File: src/rtl/ena_sched_pkg.sv
// ena_sched_pkg: shared types, default widths and helpers for enable-counter schedulers
package ena_sched_pkg;
  typedef enum logic [1:0] {IDLE = 2'd0, RUN = 2'd1, DONE = 2'd2} state_t;
  localparam int CW_DEF = 4;
  localparam int LW_DEF = 3;
  function automatic logic [7:0] onehot(input int unsigned idx);
    onehot = 8'd1 << idx;
  endfunction
endpackage

File: src/rtl/ena_scheduler_rr_pick.sv
// rr_pick: combinational round-robin selector, first set req bit at or after ptr with wrap
module rr_pick #(
  parameter int NREQ = 4,
  parameter int IW = $clog2(NREQ)
) (
  input  logic [NREQ-1:0] req,
  input  logic [IW-1:0]   ptr,
  output logic            found,
  output logic [IW-1:0]   idx
);
  always_comb begin
    found = |req;
    idx = '0;
    // walk downward so the candidate closest to ptr is written last
    for (int k = NREQ - 1; k >= 0; k--)
      if (req[(int'(ptr) + k) % NREQ]) idx = IW'((int'(ptr) + k) % NREQ);
  end
endmodule

File: src/rtl/ena_scheduler.sv
// ena_scheduler: round-robin burst scheduler driving a shared counter's ena, never past LIMIT
module ena_scheduler
  import ena_sched_pkg::*;
#(
  parameter int NREQ  = 4,
  parameter int CW    = CW_DEF,
  parameter int LW    = LW_DEF,
  parameter int LIMIT = 4
) (
  input  logic             clk,
  input  logic             rst,
  input  logic [NREQ-1:0]  req,
  input  logic [NREQ*LW-1:0] len,
  input  logic [CW-1:0]    count,
  output logic             ena,
  output logic [NREQ-1:0]  grant,
  output logic             done,
  output logic             trunc,
  output logic             busy,
  output logic             sat
);
  localparam int IW = $clog2(NREQ);
  state_t          r_state;
  logic [IW-1:0]   r_ptr, r_owner;
  logic [LW-1:0]   r_rem;
  logic [NREQ-1:0] r_grant;
  logic            r_trunc;
  logic            w_found, w_own_req;
  logic [IW-1:0]   w_idx;
  logic [LW-1:0]   w_len;
  logic [7:0]      w_oh;
  rr_pick #(.NREQ(NREQ)) u_pick (.req(req), .ptr(r_ptr), .found(w_found), .idx(w_idx));
  assign w_len     = len[int'(w_idx)*LW +: LW];
  assign w_oh      = onehot(int'(w_idx));
  assign w_own_req = req[r_owner];
  assign sat       = count >= CW'(LIMIT);
  assign ena       = (r_state == RUN) && (r_rem != '0) && !sat && w_own_req;
  assign grant     = r_grant;
  assign done      = r_state == DONE;
  assign trunc     = r_trunc;
  assign busy      = r_state != IDLE;
  always_ff @(posedge clk or posedge rst)
    if (rst) begin
      r_state <= IDLE;
      r_ptr   <= '0;
      r_owner <= '0;
      r_rem   <= '0;
      r_grant <= '0;
      r_trunc <= 1'b0;
    end else
      case (r_state)
        IDLE:
          if (w_found) begin
            r_owner <= w_idx;
            r_grant <= w_oh[NREQ-1:0];
            r_rem   <= w_len;
            r_trunc <= 1'b0;
            r_state <= (w_len == '0) ? DONE : RUN;
          end
        RUN: begin
          r_rem <= r_rem - LW'(ena);
          // abort and saturation both end early; otherwise the last increment ends the burst
          if (!w_own_req || sat || r_rem == LW'(1)) begin
            r_state <= DONE;
            r_trunc <= !w_own_req || sat;
          end
        end
        DONE: begin
          r_grant <= '0;
          r_trunc <= 1'b0;
          r_ptr   <= (r_owner == IW'(NREQ - 1)) ? '0 : r_owner + IW'(1);
          r_state <= IDLE;
        end
        default: r_state <= IDLE;
      endcase
endmodule

File: config.mk
export PLATFORM = sky130hd
export DESIGN_NAME = ena_scheduler
export DESIGN_NICKNAME = d
export VERILOG_FILES = /design/src/rtl/ena_sched_pkg.sv /design/src/rtl/ena_scheduler_rr_pick.sv /design/src/rtl/ena_scheduler.sv
export SDC_FILE = /design/constraint.sdc
export NUM_CORES = 1
export LEC_CHECK = 0
export CORE_ASPECT_RATIO = 1.1
export CORE_MARGIN = 1.5
export CORE_UTILIZATION = 47
export DETAILED_ROUTE_END_ITERATION = 6
export GPL_TIMING_DRIVEN = 0
export PLACE_DENSITY_LB_ADDON = 0.15
export SKIP_LAST_GASP = 1
export SYNTH_ARGS = -nofsm -noshare
export SYNTH_HDL_FRONTEND = slang
export SYNTH_SLANG_ARGS = --single-unit
File: constraint.sdc
create_clock -name clk -period 6.1 [get_ports clk]
set_input_delay 0.61 -clock clk [delete_from_list [all_inputs] [get_ports clk]]
set_output_delay 0.61 -clock clk [all_outputs]
set_load 0.02 [all_outputs]
After elaboration in Yosys (flattened, before gate mapping)

Cells that the tools add are included.

Register bits after elaboration: 14
Input bits: 22
Output and inout port bits: 9
Word-level logic and storage cells: 81

Add/subtract/negate cells: 5
Multiply operators: 1
Order comparisons: 6
Equal/unequal tests: 6
Shift-type cells: 2
Mux-type cells: 29
Bitwise gates (word level): 3
Reductions and logical operators: 23

Operators with widths:

| kind                                                       | number |
|---|---|
| 2-to-1 mux 2 bit                                           | 8 |
| less-than comparator 3 x 4 -> 1 bit, second input constant | 3 |
| indexed part select 12 x 5 -> 3 bit                        | 1 |
| binary-select mux 1 bit (select 2 bit)                     | 5 |
| 2-to-1 mux 1 bit                                           | 10 |
| one-hot mux 4 bit (2 select lines)                         | 1 |
| AND reduction 2 bit                                        | 4 |
| less-than comparator 2 x 3 -> 1 bit, second input constant | 2 |
| one-hot mux 3 bit (2 select lines)                         | 1 |
| nonzero test 2 bit                                         | 3 |
| nonzero test 3 bit                                         | 2 |
| OR reduction 2 bit                                         | 3 |
| adder 2 x 1 -> 2 bit, second input constant                | 2 |
| adder 2 bit, second input constant                         | 2 |
| == test 2 bit, second input constant                       | 2 |
| >= comparator 4 x 3 -> 1 bit, second input constant        | 1 |
| multiplier 2 x 2 -> 4 bit, second input constant           | 1 |
| 2-to-1 mux 4 bit                                           | 1 |
| != test 2 x 1 -> 1 bit, second input constant              | 2 |
| one-hot mux 2 bit (2 select lines)                         | 1 |
| OR reduction 4 bit                                         | 1 |
| left shift 1 x 2 -> 4 bit, first input constant            | 1 |
| bitwise AND 1 bit, first input constant                    | 3 |
| == test 3 x 1 -> 1 bit, second input constant              | 1 |
| 10 further kinds                                           | 14 |

Longest topological paths before layout

Depth in word-level cells: 16
Mapped depth: 10
Mapped depth without buffers: 9

Hierarchy

A second synthesis with hierarchy kept.

Cell total of the unflattened synthesis: 91
Area, all modules: 893.4 um2

Modules (own cells, without submodules):

| module        | times used | cells an instance | area each (um2) | seq. area each (um2) |
|---|---|---|---|---|
| ena_scheduler | 1          | 78                | 815.8           | 350.3 |
| rr_pick       | 1          | 13                | 77.6            | 0.0 |

Least setup slack after synthesis

OpenSTA, ideal clock, no wires.

Path type: input-to-reg
Start: input port count[3]
End: register r_rem[1]
Setup time: 66 ps
Arrival time: 2259 ps
Required time: 6034 ps
Setup slack: 3775 ps
Stages: 7
Path buffers: 0
Cell sequence: or2_2 -> nor2b_1 -> o311a_1 -> ha_1 -> ha_1 -> o32ai_1 -> a31o_1

Longest elaborated chain between the ends: 6

RTL lines:

| item                               | RTL line            | RTL |
|---|---|---|
| start, declared                    | ena_scheduler.sv:14 | `input logic [CW-1:0] count,` |
| >= comparator 4 x 3 -> 1 bit       | ena_scheduler.sv:36 | `assign sat = count >= CW'(LIMIT);` |
| logical NOT 1 bit                  | ena_scheduler.sv:37 | `assign ena = (r_state == RUN) && (r_rem != '0) && !sat && w_own_req;` |
| logical AND 1 bit (2 in series)    | ena_scheduler.sv:37 |  |
| named net ena                      | ena_scheduler.sv:15 | `output logic ena,` |
| subtractor 3 x 1 -> 3 bit          | ena_scheduler.sv:61 | `r_rem <= r_rem - LW'(ena);` |
| one-hot mux 3 bit (2 select lines) | ena_scheduler.sv:51 | `case (r_state)` |
| end signal, assigned               | ena_scheduler.sv:56 | `r_rem <= w_len;` |
| end signal, assigned               | ena_scheduler.sv:61 |  |
| end, declared                      | ena_scheduler.sv:25 | `logic [LW-1:0] r_rem;` |

The timed path passes the listed nets, and every way through them passes these cells.
A chain may end at the register's enable or synchronous reset.

Worst setup path after layout

Start: input port req[1]
End: output port ena

Longest elaborated chain between the ends: 3

RTL lines:

| item                                   | RTL line            | RTL |
|---|---|---|
| start, declared                        | ena_scheduler.sv:12 | `input logic [NREQ-1:0] req,` |
| binary-select mux 1 bit (select 2 bit) | ena_scheduler.sv:35 | `assign w_own_req = req[r_owner];` |
| 2-to-1 mux 1 bit (not written as such) | ena_scheduler.sv:35 |  |
| logical AND 1 bit                      | ena_scheduler.sv:37 |  |
| end, declared                          | ena_scheduler.sv:15 |  |

Every way passes these cells. The select of a mux whose other input is x is not followed.

==> key figures <==
Yosys
  – Post-Synth Adder-Cell Area: under 10%
  – Net Count, Synth: 150
  – Dominant synthesized flop cell: dfrtp_1
  – Compound-Gate Fraction of Synth Area: between 20% and 30%
  – Synth Area in Simple Gates: around 25%
  – Register area share after synthesis: between 30% and 40%
  – Synthesized cell area: about 0.0011 sq mm
  – XOR/XNOR Fraction of Synth Area: 0%
  – Asr flop ratio synth: between 90% and 100%
  – YS warnings: 0
  – Number of synthesized flops with an enable pin: 0
  – Cell variety after synth: 45
  – Largest family of logic cells by synthesized area: compound AO/OA/AOI/OAI gates
  – Syn Area/Cell: about 9 sq um
  – Mux cell area share after synthesis: under 10%
  – Synth Instances: roughly 120
  – Seq cells post-synth: 14

GRT
  – Overflow after GRT: 0
  – GR met3 Demand/Resource: ~5.0%
  – Number of global-route vias before repair: about 1.0k
  – GRT met1 Usage: approximately 26%
  – Largest net degree at the start of global routing: 15
  – Met2 Use GR: between 30% and 40%
  – GRT busiest layer: met2
  – Initial antenna violation count: 0
  – First-pass GRT wire length: 4.381 mm
  – Tot GR Track Use: 21.69%

Die
  – Die Height: ~54 um
  – Core area: 0.002252 sq mm
  – Die X: approximately 49 um
  – Starting Density: slightly below 50%
  – I/O pin cnt: 31
  – Die area: 0.002665 sq mm
  – Row count: 18

Timing
  – Setup TNS: 0 ns
  – Slew headroom: a little over two fifths
  – RSZ-0062 raised after global routing: false
  – Worst clock skew: 0.007599 ns
  – Final WS setup: a little under 3 ns
  – Final worst path period share: a little over half
  – Slew at the pin with the worst max-slew slack: ~0.84 ns
  – Endpoints failing setup: 0
  – Final count of pins violating max slew: 0
  – Fin. Hold Viols: 0
  – Tmin final: between 3 and 4 ns
  – Max Freq: roughly 310 MHz

Layout
  – Fill count: a little under 200
  – Total Nets Final: roughly 180
  – Antenna diodes: 0
  – Synth-to-layout area growth: 31.87%
  – Layout cell share with drive strength beyond 1: between 10% and 20%
  – Register Area: 350.3 sq um
  – Multi-input logic area: 695.7 sq um

Route
  – Vias: roughly 1.1k
  – DRT antenna net count: 0
  – Routed length per instance: around 14 um
  – Pre-Repair DR Iteration Count: 4
  – Via density: 5.989
  – Final wirelength: ~2.6 mm
  – Residual DRC: 0
  – Detailed Route Iter0 Violations: 29

Power and ir drop
  – Final total power: between 0.6 and 0.7 mW
  – Peak supply drop: 0.2765 mV
  – Pwr Density: ~450 mW/mm^2
  – Leak: about 0.6 nW

Clock tree
  – CTS tree: built
  – Cts bufs inserted: 3
  – Htree depth: 1
  – Hold_buf cts: 0
  – Sink Count: 14
  – Clock transition at the registers of the reported paths: ~0.08 ns
  – Buffer count from post-CTS setup fixing: 0
  – Post-CTS sizing: 0
  – Root buffer cell: clkbuf_4
  – Worst-skew pair later-pin latency: 0.29 ns
  – Clock tree buffer depth: 2

Critical path
  – Critical path required time: approximately 5.5 ns
  – CP arrival: 2.58 ns
  – Crit-path max FO: 5
  – CP Capture Type: output port
  – FF-to-FF path depth: 7
  – Startpoint Class: input pin
  – WS Path Type: in2out

Place
  – DP Wirelength: approximately 2 mm
  – Gpl congestion: ~0.86
  – Post-place setup slack: 2.953 ns
  – I/O Buffers: 28

Min path
  – Hold depth: 1
  – Worst Hold Class: reg2reg

Flow run
  – Max-cap violations: 0

Outcome
  – Run status: finished, final reports clean
## routing by layer
metal | routed length (um) | share of wire (%)
met5 | 0 | 0
met4 | 38 | 1.5
met3 | 119 | 4.6
met2 | 1280 | 49
met1 | 1149 | 44
## cells by family after synthesis
| family | Yosys count |
|---|---|
| multiplexers | 4 |
| flip-flops | 14 |
| buffers and inverters | 13 |
| AO/OA/AOI/OAI | 35 |
| AND/OR/NAND/NOR | 50 |
| adder cells (fa/ha/maj) | 6 |
## placed cells by master (no fill, tap or decap), types with 2 or more instances in the layout
master | netlist | routed
a21bo_1 | 3 | 3
a21oi_1 | 4 | 4
a221oi_1 | 3 | 3
a32o_1 | 2 | 2
a32oi_2 | 3 | 3
buf_6 | 2 | 2
clkbuf_1 | 2 | 2
clkbuf_4 | 0 | 3
clkdlybuf4s50_1 | 0 | 28
dfrtp_1 | 14 | 14
ha_1 | 6 | 6
inv_1 | 8 | 8
mux2_2 | 3 | 3
nand2_1 | 11 | 11
nand3_1 | 7 | 7
nor2_1 | 6 | 6
nor2b_1 | 5 | 5
nor3_1 | 3 | 3
nor3b_1 | 3 | 3
nor4_1 | 4 | 4
o21ai_0 | 6 | 6
o32ai_1 | 2 | 2
## worst paths after layout
path | startpoint | end | slack, ns
hold reg to reg | grant[0] | grant[0] | 0.51
hold / removal | grant[0] | grant[0] | 0.51
min in group asynchronous | rst | r_rem[0] | 0.66
setup / recovery | req[1] | ena | 2.91
max in group asynchronous | rst | grant[0] | 5.07
setup reg to reg | r_owner[0] | r_rem[1] | 3.93
## cell usage after synthesis, types with 2 or more instances
library cell | number | area [sq um]
nor4_1 | 4 | 25.02
ha_1 | 6 | 75.07
buf_6 | 2 | 22.52
o21ai_0 | 6 | 30.03
nor3_1 | 3 | 15.01
nor2b_1 | 5 | 31.28
nand2_1 | 11 | 41.29
a221oi_1 | 3 | 26.28
dfrtp_1 | 14 | 350.3
mux2_2 | 3 | 33.78
a32oi_2 | 3 | 48.80
nor3b_1 | 3 | 22.52
o32ai_1 | 2 | 17.52
clkbuf_1 | 2 | 7.510
a32o_1 | 2 | 20.02
a21bo_1 | 3 | 30.03
nand3_1 | 7 | 35.03
nor2_1 | 6 | 22.52
a21oi_1 | 4 | 20.02
inv_1 | 8 | 30.03
## area by class of cell
type / instances / share of cell area [%]
inverter: 8 / 2.050
buffer: 5 / 2.391
multi-input combinational: 95 / 47.48
clock buffer: 4 / 2.477
timing repair buffer: 28 / 19.13
sequential: 14 / 23.91
tap: 30 / 2.562
## flip-flops by register name, summed over array words and instances (netlist names)
signal,count
grant,4
r_rem,3
r_owner,2
r_ptr,2
r_state,2
trunc,1
## power by group
group	internal [mW]	leakage [nW]	switching (mW)	total [mW]
Clock	0.0364	0.0210	0.0331	0.0695
Sequential	0.137	0.174	0.0331	0.170
Combinational	0.191	0.405	0.224	0.415
## through the flow
| step | utilization (%) | hold WS (ns) | cell area (sq um) | instances |
|---|---|---|---|---|
| after floorplan | - | 0.4833 | 1111 | 122 |
| after global placement | 63.44 | 0.4903 | 1429 | 180 |
| after detailed placement | 63.44 | 0.4944 | 1429 | 180 |
| after CTS | 65.06 | 0.5152 | 1465 | 184 |
| after global routing | 65.06 | 0.5294 | 1465 | 184 |
| final | 65.06 | 0.5060 | 1465 | 184 |
## worst max-delay path, stage by stage
cell and delay (ns):
clkdlybuf4s50_1 0.57, mux4_2 0.28, nor2b_1 0.27, o311a_1 0.24
clkdlybuf4s50_1 0.61
Power figures use the tool's default switching activity.
==> patch 1, RTL diff (same settings) <==
Reset style: synchronous (`rst`), changed in one clocked block.
--- a/src/rtl/ena_scheduler.sv
+++ b/src/rtl/ena_scheduler.sv
@@ -40,5 +40,5 @@
   assign trunc     = r_trunc;
   assign busy      = r_state != IDLE;
-  always_ff @(posedge clk or posedge rst)
+  always_ff @(posedge clk)
     if (rst) begin
       r_state <= IDLE;
Formal check against the unedited RTL: differs if rst is asserted again (counterexample within 4 cycles, from zero or initial values and one cycle with rst high); with rst held inactive, the same outputs for 4 cycles.
==> patch 1 against the unedited design <==
Cell area is 8.5% lower; routed wire length fell by 3.6%; area after synthesis is 11% lower; cell count is 0.54% higher; sequential cell count did not move; worst setup slack worse by 0.033 ns; maximum frequency decreased by 1.0%; die area fell by 10%.
Power is not compared: it rests on default switching activity, and its combinational part moved more than twofold at a synthesized area within 25%.
==> patch 1: results (changes against the unedited design) <==
| Metric | Value |
|---|---|
| YS warnings | `0 (unchanged)` |
| Post-synth top cells | `nor2_1, dfxtp_1, inv_1` |
| Largest register FFs | `4 (unchanged)` |
| Status | `finished, final reports clean` |
| Setup TNS | `0 ns (unchanged)` |
| Post-CTS Setup Bufs | `0 (unchanged)` |
| RePlAce Congestion | `0.8163 (-4.8%)` |
| Syn_nets | `153 (+2.0%)` |
| Ys async rst share | `0% (-100 points)` |
| 1st-iter DRT viols | `25 (-14%)` |
| Drt wl/cell | `13.48 um (-4.1%)` |
| Final #Nets | `186 (+1.6%)` |
| Final Skew | `0.01361 ns (+0.006014 ns)` |
| Max FO, Critical Path | `6 (+1)` |
| Detailed Routing Iterations Pass 1 | `4 (unchanged)` |
| Max H-tree Level | `1 (unchanged)` |
| Initial antenna violation count | `0 (unchanged)` |
| Via count | `1033 (-6.3%)` |
| Ant. Diodes | `0 (unchanged)` |
| Clock transition at path regs | `0.10 ns (+0.02 ns)` |
| Distinct cell type count after synthesis | `38 (-16%)` |
| Layout cells sized above 1 | `8.917% (-3.4 points)` |
| Critical Path AT | `2.61 ns (+0.03 ns)` |
| TritonCTS Buffers | `3 (unchanged)` |
| Dpl ws | `2.873 ns (-0.08043 ns)` |
| Area after DPL | `1305 sq um (-8.7%)` |
| LEAKAGE | `0.5142 nW` |
| Dpl hpwl | `1.977 mm (-3.0%)` |
| Slew headroom | `67.07% (+24 points)` |
| Main synth FF type | `dfxtp_1` |
| Ranking of synthesized cells by area | `dfxtp_1, nor2_1, ha_1` |
| Clock Root Buffer | `clkbuf_4` |
| GRT Overall Usage | `24.58% (+2.9 points)` |
| Maximum vdd drop | `0.2015 mV` |
| Latest clock arrival within the worst-skew pair | `0.30 ns` |
| Register area share after synthesis | `28.32% (-3.2 points)` |
| First-pass GRT wire length | `4.146 mm (-5.4%)` |
| CTS Buffer Depth | `2 (unchanged)` |
| Vias in the first global route | `973 (-7.0%)` |
| Worst min path class | `flop to flop` |
| Largest net degree at the start of global routing | `11 (-4)` |
| Port Buffers | `28 (unchanged)` |
| Post-CTS sizing | `0 (unchanged)` |
==> patch 1: cell count changes after synthesis, moves of 4 or more <==
cell,before,now
a32oi_1,0,5
nor2_1,6,22
nand2_1,11,6
dfxtp_1,0,14
nor2b_1,5,1
dfrtp_1,14,0
==> patch 1: power breakdown <==
part / internal, W / switching (W) / total [W]
combinational: 0.0000820 / 0.000103 / 0.000185
clock: 0.0000364 / 0.0000342 / 0.0000706
sequential: 0.000111 / 0.0000145 / 0.000125
==> patch 1: worst paths after layout <==
kind	startpoint	endpoint	slack, ns	depth (start not counted)
max	req[1]	ena	2.88	5
max reg2reg	r_state[1]	r_rem[2]	3.90	9
min reg2reg	trunc	trunc	0.49	2
min	trunc	trunc	0.49	2
==> patch 1: cell type report <==
class / count / area (sq um)
Multi-Input combinational cell: 98 / 659.4
Buffer: 2 / 8.758
Inverter: 11 / 41.29
Clock buffer: 4 / 36.28
Timing Repair Buffer: 28 / 280.3
Sequential cell: 14 / 280.3
Fill cell: 186 / 658.1
Tap cell: 28 / 35.03
==> patch 1: cell families after synthesis <==
kind of cell    Yosys count  synth area share, %
simple gates             52                26.68
compound gates           36                27.05
flops                    14                28.32
buf+inv                  13                5.056
fa+ha+maj                 6                7.585
mux                       4                5.310
==> patch 1: worst max-delay path, cell delays in order <==
cell and delay (ns):
clkdlybuf4s50_1 0.62, mux4_2 0.33, nand2_1 0.08, a311oi_1 0.30, clkdlybuf4s50_1 0.67
==> patch 1: per-layer routing <==
layer / global-route usage [%] / vias to the layer above / wire, um
li1: - / 517 / -
met1: 28.41 / 485 / 1061
met2: 42.82 / 26 / 1289
met3: 5.300 / 5 / 107
met4: 9.259 / 0 / 36
met5: 0 / - / 0
==> patch 1: per-stage QoR <==
stage               cells  util [%]  power (W)
floorplan             125         -  0.0002505
global route          185     67.08  0.0004131
detailed placement    181     65.27  0.0003114
global placement      181     65.27  0.0003069
CTS                   185     67.08  0.0003818
finish                185     67.08  0.0003811
==> patch 2, RTL diff (same flow settings) <==
Without the edit above. `NREQ` is set to 4 in 2 places; all go to 8.
--- a/src/rtl/ena_scheduler_rr_pick.sv
+++ b/src/rtl/ena_scheduler_rr_pick.sv
@@ -1,5 +1,5 @@
 // rr_pick: combinational round-robin selector, first set req bit at or after ptr with wrap
 module rr_pick #(
-  parameter int NREQ = 4,
+  parameter int NREQ = 8,
   parameter int IW = $clog2(NREQ)
 ) (
--- a/src/rtl/ena_scheduler.sv
+++ b/src/rtl/ena_scheduler.sv
@@ -3,5 +3,5 @@
   import ena_sched_pkg::*;
 #(
-  parameter int NREQ  = 4,
+  parameter int NREQ  = 8,
   parameter int CW    = CW_DEF,
   parameter int LW    = LW_DEF,
Ports: changed (resized grant, len and req); port bits go from 31 to 51. No check against the original RTL was run, so the function may have changed too.
==> patch 2 against the unedited design <==
Cell count is 110% higher; die area is 110% higher; area after synthesis is 120% higher; sequential cell count is 6 higher; worst setup slack worse by 1.1 ns; cell area is 110% higher; clock power is 19% higher; highest routed layer unchanged; sequential share of layout area is 7.5 points lower; routed wire length grew to 2.7 times the old value; total power grew to 2.9 times the old value.
==> patch 2: results (changes against the unedited design) <==
| Metric | Value |
|---|---|
| GRT Overall Usage | `25.77% (+4.1 points)` |
| Critical path's slowest cell | `a41oi_1` |
| Final #Nets | `383 (+110%)` |
| Ranking of synthesized cells by area | `dfrtp_1, mux4_2, mux2i_1` |
| Maximum vdd drop | `0.3274 mV (+18%)` |
| Flops & latches, synth | `20 (+6)` |
| Clk_buf instances | `3 (-1)` |
| Register area share after synthesis | `20.36% (-11 points)` |
| Critical Path AT | `4.41 ns (+1.83 ns)` |
| RePlAce Congestion | `0.8957 (+4.4%)` |
| Clock Root Buffer | `clkbuf_8` |
| Vias/cell | `6.219 (+3.8%)` |
| Status | `finished, final reports clean` |
| FF-to-FF setup slack | `1.83 ns (-2.10 ns)` |
| Fillers | `466 (+130%)` |
| Post-Syn Area per Cell | `8.688 sq um (-4.6%)` |
| Vias in the first global route | `2469 (+140%)` |
| Layout buffer count excluding clock buffers | `71 (+120%)` |
| Drt wl/cell | `17.53 um (+25%)` |
| Largest register FFs | `8 (+4)` |
| 1st-iter DRT viols | `163 (+460%)` |
| Distinct cell type count after synthesis | `60 (+33%)` |
| ClkCell Share | `1.352% (-1.1 points)` |
| Multi-input combinational area share | `58.77% (+11 points)` |
| Dpl hpwl | `5.265 mm (+160%)` |
| Slew @ Worst Pin | `0.7575 ns (-0.08436 ns)` |
| Multi-input combinational gate total | `228 (+140%)` |
| Critical Path Max Stage Delay | `0.58 ns (-0.03 ns)` |
| Final Skew | `0.003148 ns (-0.004451 ns)` |
| Synth-to-layout area growth | `24.17%` |
| Latest clock arrival within the worst-skew pair | `0.25 ns (-0.04 ns)` |
| Seq. pwr | `0.000237 W (+39%)` |
| CP delay by family, top | `compound AO/OA/AOI/OAI gates` |
| Largest net degree at the start of global routing | `21 (+6)` |
| Max FO, Critical Path | `10 (+5)` |
| Clock-net power | `0.0000827 W (+19%)` |
| R2R cell count | `13 (+6)` |
| Inverter count | `12 (+4)` |
| Post-synth top cells | `nand2_1, o21ai_0, dfrtp_1` |
| Cell internal pwr | `0.0009155 W (+150%)` |
| Layout cells sized above 1 | `14.37% (+2.0 points)` |
| Sequential share of cell area | `16.39% (-7.5 points)` |
| Signal buffers share of area | `19.63% (-1.9 points)` |
| LEAKAGE | `1.205 nW (+100%)` |
| First-pass GRT wire length | `11.73 mm (+170%)` |
[patch 2: metal layers]
layer / part of all wire, % / global-route usage, % / up-vias / wire length, um
li1: - / - / 1184 / -
met2: 52 / 45.65 / 76 / 3546
met4: 1.6 / 7.358 / 0 / 112
met3: 4.0 / 1.269 / 8 / 275
met1: 43 / 33.92 / 1170 / 2938
met5: 0 / 0 / - / 0
[patch 2: worst reg2reg max path: stages, from the launching register on]
cell and delay [ns]:
dfrtp_1 0.35, buf_2 0.19, buf_2 0.28, inv_1 0.19
ha_1 0.32, buf_4 0.19, mux2i_1 0.17, mux4_2 0.51
o32a_1 0.35, a211o_1 0.31, a41oi_1 0.58, a211oi_1 0.18
or2_1 0.28, o31ai_1 0.28
[patch 2: kinds of logic (layout without fill, tap and decap cells)]
| kind of cell | after synthesis | count (layout) | share of synthesized area (%) |
|---|---|---|---|
| compound gates | 89 | 89 | 25.34 |
| mux | 42 | 42 | 25.34 |
| buf+inv | 35 | 86 | 6.666 |
| xor+xnor | 2 | 2 | 0.7126 |
| fa+ha+maj | 9 | 9 | 4.580 |
| flops | 20 | 20 | 20.36 |
| simple gates | 86 | 86 | 17.00 |
[patch 2: stage by stage]
step	util (%)	std cells	setup slack [ns]	hold slack, ns
floorplan	-	283	2.476	0.4964
global placement	59.83	389	1.876	0.4897
detailed placement	59.83	389	1.857	0.4842
CTS	60.65	392	1.856	0.5122
global route	60.65	392	1.493	0.5666
finish	60.65	392	1.834	0.5145
[patch 2: final timing paths]
path / startpoint / endpoint
max: r_ptr[0] / r_state[1]
min: trunc / trunc
max reg2reg: r_ptr[0] / r_state[1]
min reg2reg: trunc / trunc
max in group asynchronous: rst / r_owner[2]
min in group asynchronous: rst / r_ptr[0]
